**src/rtl/alu_mc.sv**
```systemverilog
// alu_mc: multi-cycle 6502 ALU with valid/ready handshake, rotate-through-carry,
// SUB/BIT/CMP, overflow flag and optional BCD decimal adjust (one extra state).
module alu_mc #(
  parameter int WIDTH      = 8,
  parameter int FLAG_W     = 7,
  parameter int DECIMAL_EN = 1
) (
  input  logic              clk,
  input  logic              rst_n,
  input  logic              in_valid,
  output logic              in_ready,
  input  logic [4:0]        alu_op,
  input  logic [WIDTH-1:0]  inputA,
  input  logic [WIDTH-1:0]  inputB,
  input  logic [FLAG_W-1:0] status_in,
  output logic              out_valid,
  input  logic              out_ready,
  output logic [WIDTH-1:0]  result,
  output logic [FLAG_W-1:0] flags_out
);

  // Opcodes (alu_ops.vh)
  localparam logic [4:0] OP_ASL = 5'd0;
  localparam logic [4:0] OP_LSR = 5'd1;
  localparam logic [4:0] OP_ROL = 5'd2;
  localparam logic [4:0] OP_ROR = 5'd3;
  localparam logic [4:0] OP_AND = 5'd4;
  localparam logic [4:0] OP_OR  = 5'd5;
  localparam logic [4:0] OP_XOR = 5'd6;
  localparam logic [4:0] OP_INC = 5'd7;
  localparam logic [4:0] OP_DEC = 5'd8;
  localparam logic [4:0] OP_ADD = 5'd9;
  localparam logic [4:0] OP_SUB = 5'd10;
  localparam logic [4:0] OP_CMP = 5'd11;
  localparam logic [4:0] OP_BIT = 5'd12;
  localparam logic [4:0] OP_FLG = 5'd13;

  // Status bit positions (status_register.vh)
  localparam int FLAG_C = 0;
  localparam int FLAG_Z = 1;
  localparam int FLAG_D = 3;
  localparam int FLAG_V = 5;
  localparam int FLAG_N = 6;

  typedef enum logic [1:0] {IDLE, EXEC, DADJ, DONE} state_t;

  state_t            state, state_nxt;
  logic [4:0]        op_p0;
  logic [WIDTH-1:0]  a_p0, b_p0;
  logic [FLAG_W-1:0] st_p0;
  logic [WIDTH-1:0]  res_p1;
  logic [FLAG_W-1:0] flg_p1;
  logic [WIDTH:0]    dec_p2;
  logic              go_dec;

  // Nibble-serial BCD add; returns {carry_out, sum}.
  function automatic logic [WIDTH:0] bcd_add(input logic [WIDTH-1:0] a,
                                             input logic [WIDTH-1:0] b,
                                             input logic cin);
    logic [WIDTH-1:0] r;
    logic             c;
    logic [4:0]       s;
    r = '0;
    c = cin;
    for (int i = 0; i < WIDTH / 4; i++) begin
      s = {1'b0, a[4*i +: 4]} + {1'b0, b[4*i +: 4]} + {4'b0, c};
      if (s > 5'd9) begin
        s = s + 5'd6;
        c = 1'b1;
      end else begin
        c = 1'b0;
      end
      r[4*i +: 4] = s[3:0];
    end
    return {c, r};
  endfunction

  // Nibble-serial BCD subtract; carry in/out are "no borrow" as on the 6502.
  function automatic logic [WIDTH:0] bcd_sub(input logic [WIDTH-1:0] a,
                                             input logic [WIDTH-1:0] b,
                                             input logic cin);
    logic [WIDTH-1:0] r;
    logic             bw;
    logic [4:0]       s;
    r  = '0;
    bw = ~cin;
    for (int i = 0; i < WIDTH / 4; i++) begin
      s  = {1'b0, a[4*i +: 4]} - {1'b0, b[4*i +: 4]} - {4'b0, bw};
      bw = s[4];
      if (bw) s = s - 5'd6;
      r[4*i +: 4] = s[3:0];
    end
    return {~bw, r};
  endfunction

  // ---- stage p1: binary result and flags from the captured operands ----
  // Combinational binary ALU; untouched flags pass through from the captured status.
  always_comb begin
    logic [WIDTH-1:0] bop;
    logic [WIDTH:0]   sum;
    logic             cin;
    logic             upd_zn;
    res_p1 = '0;
    flg_p1 = st_p0;
    upd_zn = 1'b1;
    cin    = st_p0[FLAG_C];
    bop    = (op_p0 == OP_SUB) ? ~b_p0 : b_p0;
    sum    = {1'b0, a_p0} + {1'b0, bop} + {{WIDTH{1'b0}}, cin};
    case (op_p0)
      OP_ASL: begin res_p1 = {a_p0[WIDTH-2:0], 1'b0}; flg_p1[FLAG_C] = a_p0[WIDTH-1]; end
      OP_LSR: begin res_p1 = {1'b0, a_p0[WIDTH-1:1]}; flg_p1[FLAG_C] = a_p0[0]; end
      OP_ROL: begin res_p1 = {a_p0[WIDTH-2:0], cin};  flg_p1[FLAG_C] = a_p0[WIDTH-1]; end
      OP_ROR: begin res_p1 = {cin, a_p0[WIDTH-1:1]};  flg_p1[FLAG_C] = a_p0[0]; end
      OP_AND: res_p1 = a_p0 & b_p0;
      OP_OR:  res_p1 = a_p0 | b_p0;
      OP_XOR: res_p1 = a_p0 ^ b_p0;
      OP_INC: res_p1 = a_p0 + 1'b1;
      OP_DEC: res_p1 = a_p0 - 1'b1;
      OP_ADD, OP_SUB: begin
        res_p1         = sum[WIDTH-1:0];
        flg_p1[FLAG_C] = sum[WIDTH];
        flg_p1[FLAG_V] = (a_p0[WIDTH-1] == bop[WIDTH-1]) && (sum[WIDTH-1] != a_p0[WIDTH-1]);
      end
      OP_CMP: begin
        // Difference drives Z/N; the accumulator itself is returned.
        sum            = {1'b0, a_p0} + {1'b0, ~b_p0} + {{WIDTH{1'b0}}, 1'b1};
        res_p1         = a_p0;
        flg_p1[FLAG_C] = sum[WIDTH];
        flg_p1[FLAG_Z] = (sum[WIDTH-1:0] == '0);
        flg_p1[FLAG_N] = sum[WIDTH-1];
        upd_zn         = 1'b0;
      end
      OP_BIT: begin
        res_p1         = a_p0;
        flg_p1[FLAG_Z] = ((a_p0 & b_p0) == '0);
        flg_p1[FLAG_N] = b_p0[WIDTH-1];
        flg_p1[FLAG_V] = b_p0[WIDTH-2];
        upd_zn         = 1'b0;
      end
      OP_FLG: res_p1 = a_p0;
      default: upd_zn = 1'b0;
    endcase
    if (upd_zn) begin
      flg_p1[FLAG_Z] = (res_p1 == '0);
      flg_p1[FLAG_N] = res_p1[WIDTH-1];
    end
  end

  // ---- stage p2: BCD correction of result and carry ----
  // Decimal path is recomputed nibble by nibble from the captured operands.
  always_comb begin
    dec_p2 = (op_p0 == OP_SUB) ? bcd_sub(a_p0, b_p0, st_p0[FLAG_C])
                               : bcd_add(a_p0, b_p0, st_p0[FLAG_C]);
    go_dec = (DECIMAL_EN != 0) && st_p0[FLAG_D] && ((op_p0 == OP_ADD) || (op_p0 == OP_SUB));
  end

  // State register.
  always_ff @(posedge clk) begin
    if (!rst_n) state <= IDLE;
    else        state <= state_nxt;
  end

  // Next-state and handshake outputs.
  always_comb begin
    state_nxt = state;
    in_ready  = 1'b0;
    out_valid = 1'b0;
    case (state)
      IDLE: begin
        in_ready = 1'b1;
        if (in_valid) state_nxt = EXEC;
      end
      EXEC: state_nxt = go_dec ? DADJ : DONE;
      DADJ: state_nxt = DONE;
      DONE: begin
        out_valid = 1'b1;
        if (out_ready) state_nxt = IDLE;
      end
      default: state_nxt = IDLE;
    endcase
  end

  // ---- stage p0: operand capture; result/flag registers written in EXEC and DADJ ----
  // Datapath registers; held stable in DONE.
  always_ff @(posedge clk) begin
    if (!rst_n) begin
      op_p0     <= '0;
      a_p0      <= '0;
      b_p0      <= '0;
      st_p0     <= '0;
      result    <= '0;
      flags_out <= '0;
    end else begin
      case (state)
        IDLE: if (in_valid) begin
          op_p0 <= alu_op;
          a_p0  <= inputA;
          b_p0  <= inputB;
          st_p0 <= status_in;
        end
        EXEC: begin
          result    <= res_p1;
          flags_out <= flg_p1;
        end
        DADJ: begin
          result            <= dec_p2[WIDTH-1:0];
          flags_out[FLAG_C] <= dec_p2[WIDTH];
        end
        default: ;
      endcase
    end
  end

endmodule

```
**config.mk**
```make
export PLATFORM = sky130hd
export DESIGN_NAME = alu_mc
export DESIGN_NICKNAME = d
export VERILOG_FILES = /design/src/rtl/alu_mc.sv
export SDC_FILE = /design/constraint.sdc
export NUM_CORES = 1
export LEC_CHECK = 0
export CAP_MARGIN = 20
export CORE_MARGIN = 2
export CORE_UTILIZATION = 59
export CTS_CLUSTER_DIAMETER = 150
export DETAILED_ROUTE_END_ITERATION = 6
export PLACE_DENSITY_LB_ADDON = 0.3
export SLEW_MARGIN = 5
export SYNTH_ARGS = -nofsm -noshare
export SYNTH_HDL_FRONTEND = slang
export SYNTH_SLANG_ARGS = --single-unit
```
**constraint.sdc**
```tcl
create_clock -name clk -period 4.85 [get_ports clk]
set_clock_uncertainty 0.1 [all_clocks]
set_input_delay 0.7275 -clock clk [delete_from_list [all_inputs] [get_ports clk]]
set_output_delay 0.7275 -clock clk [all_outputs]
set_load 0.05 [all_outputs]
```
==> qor.yml, run 1 <==
place:
  port_buffers: 48
  dp_hpwl_mm: 10.35
  gp_congestion: 0.9407
  dp_slack_ns: 0.2221
  dp_cells: 738
clock_network:
  cts_inserted_buffers: 5
  cts_setup_buffers: 0
  cts_htree_levels: 2
  clock_path_buffers: 2
  cts_hold_buf: 0
  cts-root-buf: "clkbuf_8"
  insertion_delay_ns: 0.33
  cts_tree: "done"
  clk_pin_slew_ns: 0.11
  cts.sinks: 45
sta:
  drv_slew: 0
  fin_crit_ns: 4.587
  slew_headroom: 0.3546
  setup_ws_ns: 0.2626
  min_period_over_period: 0.9459
  setup_viol_count_final: 0
  fmax_mhz: 218.0
  hold_violations: 0
  worstMarginPinSlew_ns: 0.9658
setup_path:
  cp-start-kind: "flop"
  critPathBufInv: 3
  cp-end-kind: "flop"
  worstPathCellList: "inv_1 > fa_1 > inv_1 > fa_1 > xnor2_1 > ha_1 > a21oi_1 > a31oi_1 > fa_1 > inv_1 > fa_1 > xnor2_2 > ha_1 > a22oi_2 > a31oi_2 > nor3b_1 > o32ai_1 > o31ai_1"
  path_class: "flop to flop"
  rrSetupSlack_ns: 0.26
  max_stage_delay_ns: 0.42
  cp.depth: 18
  critPathSlowestCell: "fa_1"
  r2r_end: "result[6]"
  crit_top_cell: "fa_1"
  cp_top_family: "adder cells"
  worstReg2RegStart: "st_p0[0]"
  r2r_cells: 18
  arrival_ns: 4.73
  cp_data_required_time_ns: 5.00
  cp_max_fo: 5
worst_hold_path:
  hold_start: "st_p0[4]"
  min_path_cells: 2
  min_to: "st_p0[4]"
  hold_class: "flop to flop"
route:
  wl_per_cell_um: 17.91
  routed_via_density: 6.138
  drt_iter0_drc: 376
  num_vias: 4579
  remaining_drc_errors: 0
  drt_first_pass_iters: 5
  antenna_left: 0
  drt_wl_total_mm: 13.36
power:
  cellLeakagePower_nw: 2.242
  power_switching_mw: 1.444
  ir_drop_uv: 239.8
  combinationalPowerShare: 0.692
  switching_share: 0.5060
  pwr-share-clk: 0.110
  internal_power_mw: 1.410
  seqPwrFrac: 0.198
  powerDensity_mw_per_mm2: 525.6
floorplan:
  die_y_um: 93.50
  fp.coreArea_mm2: 0.007727
  row_count: 32
  start_util: 0.6116
  dieArea_mm2: 0.008741
  die_w_um: 93.50
  io-pin-count: 49
layout:
  syn2layout_area_growth_pct: 14.88
  final_common_cell: "nand2_1"
  drive_gt1_frac: 0.06056
  antenna_cells: 0
  num-fill-cells: 631
  final_cells: 746
  mostFrequentLayoutCells: "82 x nand2_1, 58 x ha_1, 54 x a21oi_1, 48 x inv_1, 48 x clkdlybuf4s50_1"
  fin_nets: 745
synth:
  synth_edf_count: 0
  syn-num-nets: 706
  synthesis.area_mm2: 0.004726
  synthArstFlopShare: 0
  yosysWarnings: 0
  yosysTopAreaCellShare: 0.1906
  ys_seq_area_frac: 0.1906
  post-synth-top-area-cell: "dfxtp_1"
  ys_ff_latch: 45
  yosys_most_used_dff: "dfxtp_1"
  synth.area.top_cells: "dfxtp_1 19%, ha_1 15%, nand2_1 6.5%"
  synth_area_per_cell_um2: 7.824
  synth_cell_types: 74
  syn_inst: 604
status:
  status: "finished clean"
global_routing:
  gr-total-overflow: 0
  grt_antenna_before_repair: 0
  grt_pass1_wl_mm: 21.62
  grt_max_degree: 40
  grt_pass1_vias: 4482
  grt.total_usage: 0.3128
job:
  cap_violations: 0
## cell type report
type | count | area (um^2) | area share
clock inverter | 2 | 38.79 | 0.007144
tap | 102 | 127.6 | 0.02351
clock buffer | 6 | 72.57 | 0.01337
sequential | 45 | 903.4 | 0.1664
timing repair buffer | 62 | 585.6 | 0.1079
multi-input combinational | 481 | 3521 | 0.6485
inverter | 48 | 180.2 | 0.03319
## power by group through the flow
stage                     Sequential [mW]  Combinational [mW]  Clock [mW]
after floorplan                     0.650                1.36           0
after global placement              0.565                1.84           0
after detailed placement            0.570                1.92           0
after CTS                           0.562                1.93       0.311
after global routing                0.576                2.18       0.324
final                               0.565                1.98       0.313
## worst max path at each step
stage,from,endpoint
floorplan,a_p0[0],result[6]
global placement,b_p0[0],result[6]
detailed placement,b_p0[0],result[6]
CTS,b_p0[0],result[6]
global route,st_p0[0],result[6]
finish,st_p0[0],result[6]
## state kept, by name, indices dropped and copies added (netlist names)
register	cells
a_p0	8
b_p0	8
result	8
flags_out	7
st_p0	7
op_p0	5
state	2
## per-layer routing
layer / GRT usage / vias to the layer above / part of all wire / routed length, um
met5: 0 / - / 0 / 0
met4: 0.09926 / 0 / 0.019 / 248
met3: 0.04754 / 25 / 0.064 / 850
met2: 0.5306 / 185 / 0.48 / 6475
met1: 0.4072 / 2158 / 0.43 / 5785
li1: - / 2211 / - / -
## worst reg2reg max path, stage by stage (launching register included)
cell     delay (ns)
dfxtp_2        0.37
inv_1          0.14
fa_1           0.25
inv_1          0.07
fa_1           0.40
xnor2_1        0.33
ha_1           0.26
a21oi_1        0.08
a31oi_1        0.26
fa_1           0.26
inv_1          0.06
fa_1           0.42
xnor2_2        0.22
ha_1           0.25
a22oi_2        0.12
a31oi_2        0.30
nor3b_1        0.27
o32ai_1        0.13
o31ai_1        0.21
## stage by stage
stage          total power [mW]  utilization  hold WS, ns  setup TNS [ns]  cell area, um^2
5_1_grt                   3.080       0.7026       0.3835       -0.005460             5429
2_1_floorplan             2.014            -       0.3360               0             4726
4_1_cts                   2.804       0.6998       0.3660               0             5408
3_5_place_dp              2.490       0.6854       0.3530               0             5296
6_report                  2.854       0.7026       0.3640               0             5429
3_3_place_gp              2.406       0.6854       0.3425               0             5296
## repair_timing
item,in CTS,in global routing
endpoints found under the hold margin,0,0
gates resized for setup,0,5
endpoints found under the setup margin,0,2
## Yosys cell counts, drive strengths merged (4+ instances only)
| master | instances |
|---|---|
| o2bb2ai | 5 |
| o211ai | 9 |
| clkbuf | 16 |
| a21oi | 55 |
| o21a | 5 |
| a211oi | 10 |
| and3 | 7 |
| a21o | 7 |
| buf | 14 |
| ha | 58 |
| o21ai | 30 |
| and2 | 6 |
| mux2i | 13 |
| fa | 12 |
| nand2 | 82 |
| or3 | 5 |
| a31oi | 8 |
| a221oi | 4 |
| xor2 | 11 |
| xnor2 | 26 |
| dfxtp | 45 |
| nor2b | 8 |
| nand3 | 10 |
| o22ai | 4 |
| nor2 | 34 |
| nor3 | 9 |
| inv | 48 |
| nor4 | 5 |
| or2 | 4 |
## kinds of logic after synthesis
group                      Yosys count  share of synthesized area
DFF                                 45                     0.1906
muxes                               14                    0.02992
adders and majority gates           70                     0.2044
and+or+nand+nor                    188                     0.1972
xor gates and xnor gates            37                    0.06857
AOI/OAI and AO/OA                  172                     0.2409
buffers and inverters               78                    0.06831
No activity file was read; power rests on OpenSTA's default activity.
==> run 2: changes to the inputs <==
--- a/config.mk
+++ b/config.mk
@@ -6,8 +6,10 @@
 export NUM_CORES = 1
 export LEC_CHECK = 0
 export CAP_MARGIN = 20
+export CELL_PAD_IN_SITES_DETAIL_PLACEMENT = 1
+export CELL_PAD_IN_SITES_GLOBAL_PLACEMENT = 2
 export CORE_MARGIN = 2
-export CORE_UTILIZATION = 59
+export CORE_UTILIZATION = 25
 export CTS_CLUSTER_DIAMETER = 150
 export DETAILED_ROUTE_END_ITERATION = 6
 export PLACE_DENSITY_LB_ADDON = 0.3
==> qor.yml, run 2 (synthesized netlist as in run 1, its figures left out) <==
power:
  combinationalPowerShare: 0.676  # -0.016
  pwr-share-clk: 0.139  # +0.029
  cellLeakagePower_nw: 2.287  # +2.0%
  internal_power_mw: 1.527  # +8.3%
  switching_share: 0.4989  # -0.007144
  power_switching_mw: 1.520  # +5.3%
  powerDensity_mw_per_mm2: 533.6  # +1.5%
  ir_drop_uv: 153.1  # -36%
  seqPwrFrac: 0.185  # -0.013
setup_path:
  cp-start-kind: "flop"
  max_stage_delay_ns: 0.46  # +0.04 ns
  cp_data_required_time_ns: 4.97  # -0.03 ns
  critPathSlowestCell: "fa_1"
  path_class: "flop to flop"
  cp_max_fo: 6  # +1
  cp-end-kind: "flop"
  worstPathCellList: "inv_1 > fa_1 > inv_1 > fa_1 > inv_1 > ha_1 > nand2_1 > a21oi_1 > a31oi_2 > fa_1 > inv_1 > fa_1 > inv_1 > ha_1 > a22oi_2 > a31oi_4 > nor3b_1 > o32ai_1 > o31ai_1"
  arrival_ns: 4.61  # -0.12 ns
  crit_top_cell: "inv_1"
sta:
  finalSetupTns_ns: 0  # unchanged
  fin_crit_ns: 4.489  # -0.09822 ns
  setup_viol_count_final: 0  # unchanged
  worstMarginPinSlew_ns: 0.7454  # -0.2203 ns
  fmax_mhz: 222.8  # +2.2%
  drv_slew: 0  # unchanged
  min_period_over_period: 0.9256  # -0.02025
  rsz0062_at_grt: "false"
  setup_ws_ns: 0.3608  # +0.09822 ns
  slew_headroom: 0.5024  # +0.1478
  hold_violations: 0  # unchanged
layout:
  syn2layout_area_growth_pct: 20.81
  final_common_cell: "nand2_1"
  antenna_cells: 0  # unchanged
  fin_nets: 746  # +0.13%
  reg.largest.list: "a_p0: 8 flops, b_p0: 8 flops, result: 8 flops"
  final_cells: 879  # +18%
  drive_gt1_frac: 0.06512  # +0.004557
  design_area_mm2: 0.005709  # +5.2%
  post-route-util: 0.3062  # -0.3963
  mostFrequentLayoutCells: "82 x nand2_1, 58 x ha_1, 54 x a21oi_1, 48 x inv_1, 48 x clkdlybuf4s50_1"
route:
  routed_via_density: 5.094  # -17%
  drt_wl_total_mm: 16.55  # +24%
  antenna_left: 0  # unchanged
  drt_iter0_drc: 208  # -45%
  drt_first_pass_iters: 4  # -1
  wl_per_cell_um: 18.83  # +5.1%
  num_vias: 4478  # -2.2%
  remaining_drc_errors: 0  # unchanged
place:
  post_dp_cell_area_mm2: 0.005470  # +3.3%
  gp_congestion: 0.8461  # -10%
  port_buffers: 48  # unchanged
  dp_slack_ns: 0.1676  # -0.05459 ns
  dp_cells: 870  # +18%
  dp_hpwl_mm: 13.05  # +26%
global_routing:
  grt_antenna_before_repair: 0  # unchanged
  gr-total-overflow: 0  # unchanged
  grt_pass1_vias: 4710  # +5.1%
  met1_usage: 0.2298  # -0.1774
  grt_pass1_wl_mm: 26.32  # +22%
  grt.total_usage: 0.1692  # -0.1437
  use_met3: 0.02025  # -0.02729
  grt_max_degree: 40  # unchanged
  use_met2: 0.2877  # -0.2429
  gr-max-usage-layer: "met2"
clock_network:
  cts_inserted_buffers: 5  # unchanged
  insertion_delay_ns: 0.31  # -0.02 ns
  cts_setup_buffers: 0  # unchanged
  clock_path_buffers: 2  # unchanged
  cts_tree: "done"
  cts.sinks: 45  # unchanged
  cts_htree_levels: 2  # unchanged
  cts-root-buf: "clkbuf_16"
  clk_pin_slew_ns: 0.08  # -0.03 ns
floorplan:
  die_w_um: 141.5  # +51%
  io-pin-count: 49  # unchanged
  row_count: 50  # +56%
  dieArea_mm2: 0.02002  # +130%
  fp.coreArea_mm2: 0.01864  # +140%
  die_y_um: 141.5  # +51%
  start_util: 0.2535  # -0.3581
status:
  status: "finished clean"
worst_hold_path:
  hold_class: "flop to flop"
job:
  cap_violations: 0  # unchanged
==> run 2: per-stage QoR <==
step	hold slack [ns]	total power [mW]
2_1_floorplan	0.3360	2.014
3_3_place_gp	0.3417	2.523
3_5_place_dp	0.3522	2.580
4_1_cts	0.3617	3.027
5_1_grt	0.3889	3.320
6_report	0.3596	3.046
==> run 2: timing repair <==
item                       CTS  global route
setup endpoints to repair    0             4
hold buffers                 0             0
resized for setup            0             8
==> run 2: final cells by class <==
cell class | count | area, um^2
clock inverter | 2 | 38.79
fill | 2244 | 12930
clock buffer | 6 | 128.9
sequential | 45 | 903.4
inverter | 48 | 180.2
timing repair buffer | 63 | 613.1
multi-input combinational | 481 | 3552
tap | 234 | 292.8
==> run 2: final timing paths <==
path	startpoint	end	slack (ns)	cells after the start
worst min-delay path	st_p0[5]	st_p0[5]	0.36	2
worst max-delay path	b_p0[0]	result[6]	0.36	19
worst min register to register	st_p0[5]	st_p0[5]	0.36	2
worst max register to register	b_p0[0]	result[6]	0.36	19
==> run 2: critical path, delay by kind of cell (launching register included) <==
kind / cells / cell delay (ns)
adders and majority gates: 6 / 2.12
DFF: 1 / 0.41
AOI/OAI and AO/OA: 6 / 1.02
and+or+nand+nor: 2 / 0.27
buffers and inverters: 5 / 0.47
==> run 2: metal layers <==
metal	vias up	part of all wire
met5	-	0
met4	0	0.010
met3	10	0.024
met2	60	0.47
met1	2191	0.50
li1	2217	-
==> run 2: power groups by stage <==
stage,logic [mW],registers (mW),clock network (mW)
6_report,2.06,0.563,0.423
5_1_grt,2.29,0.579,0.452
4_1_cts,2.02,0.565,0.442
3_5_place_dp,2.01,0.573,0
3_3_place_gp,1.96,0.566,0
2_1_floorplan,1.36,0.650,0
==> run 3: changes to the inputs <==
--- a/config.mk
+++ b/config.mk
@@ -13,6 +13,7 @@
 export CTS_CLUSTER_DIAMETER = 150
 export DETAILED_ROUTE_END_ITERATION = 6
 export PLACE_DENSITY_LB_ADDON = 0.3
+export SKIP_LAST_GASP = 1
 export SLEW_MARGIN = 5
 export SYNTH_ARGS = -nofsm -noshare
 export SYNTH_HDL_FRONTEND = slang
==> results of run 3 <==
No change in the layout: final DEF, timing and power equal those of run 2.
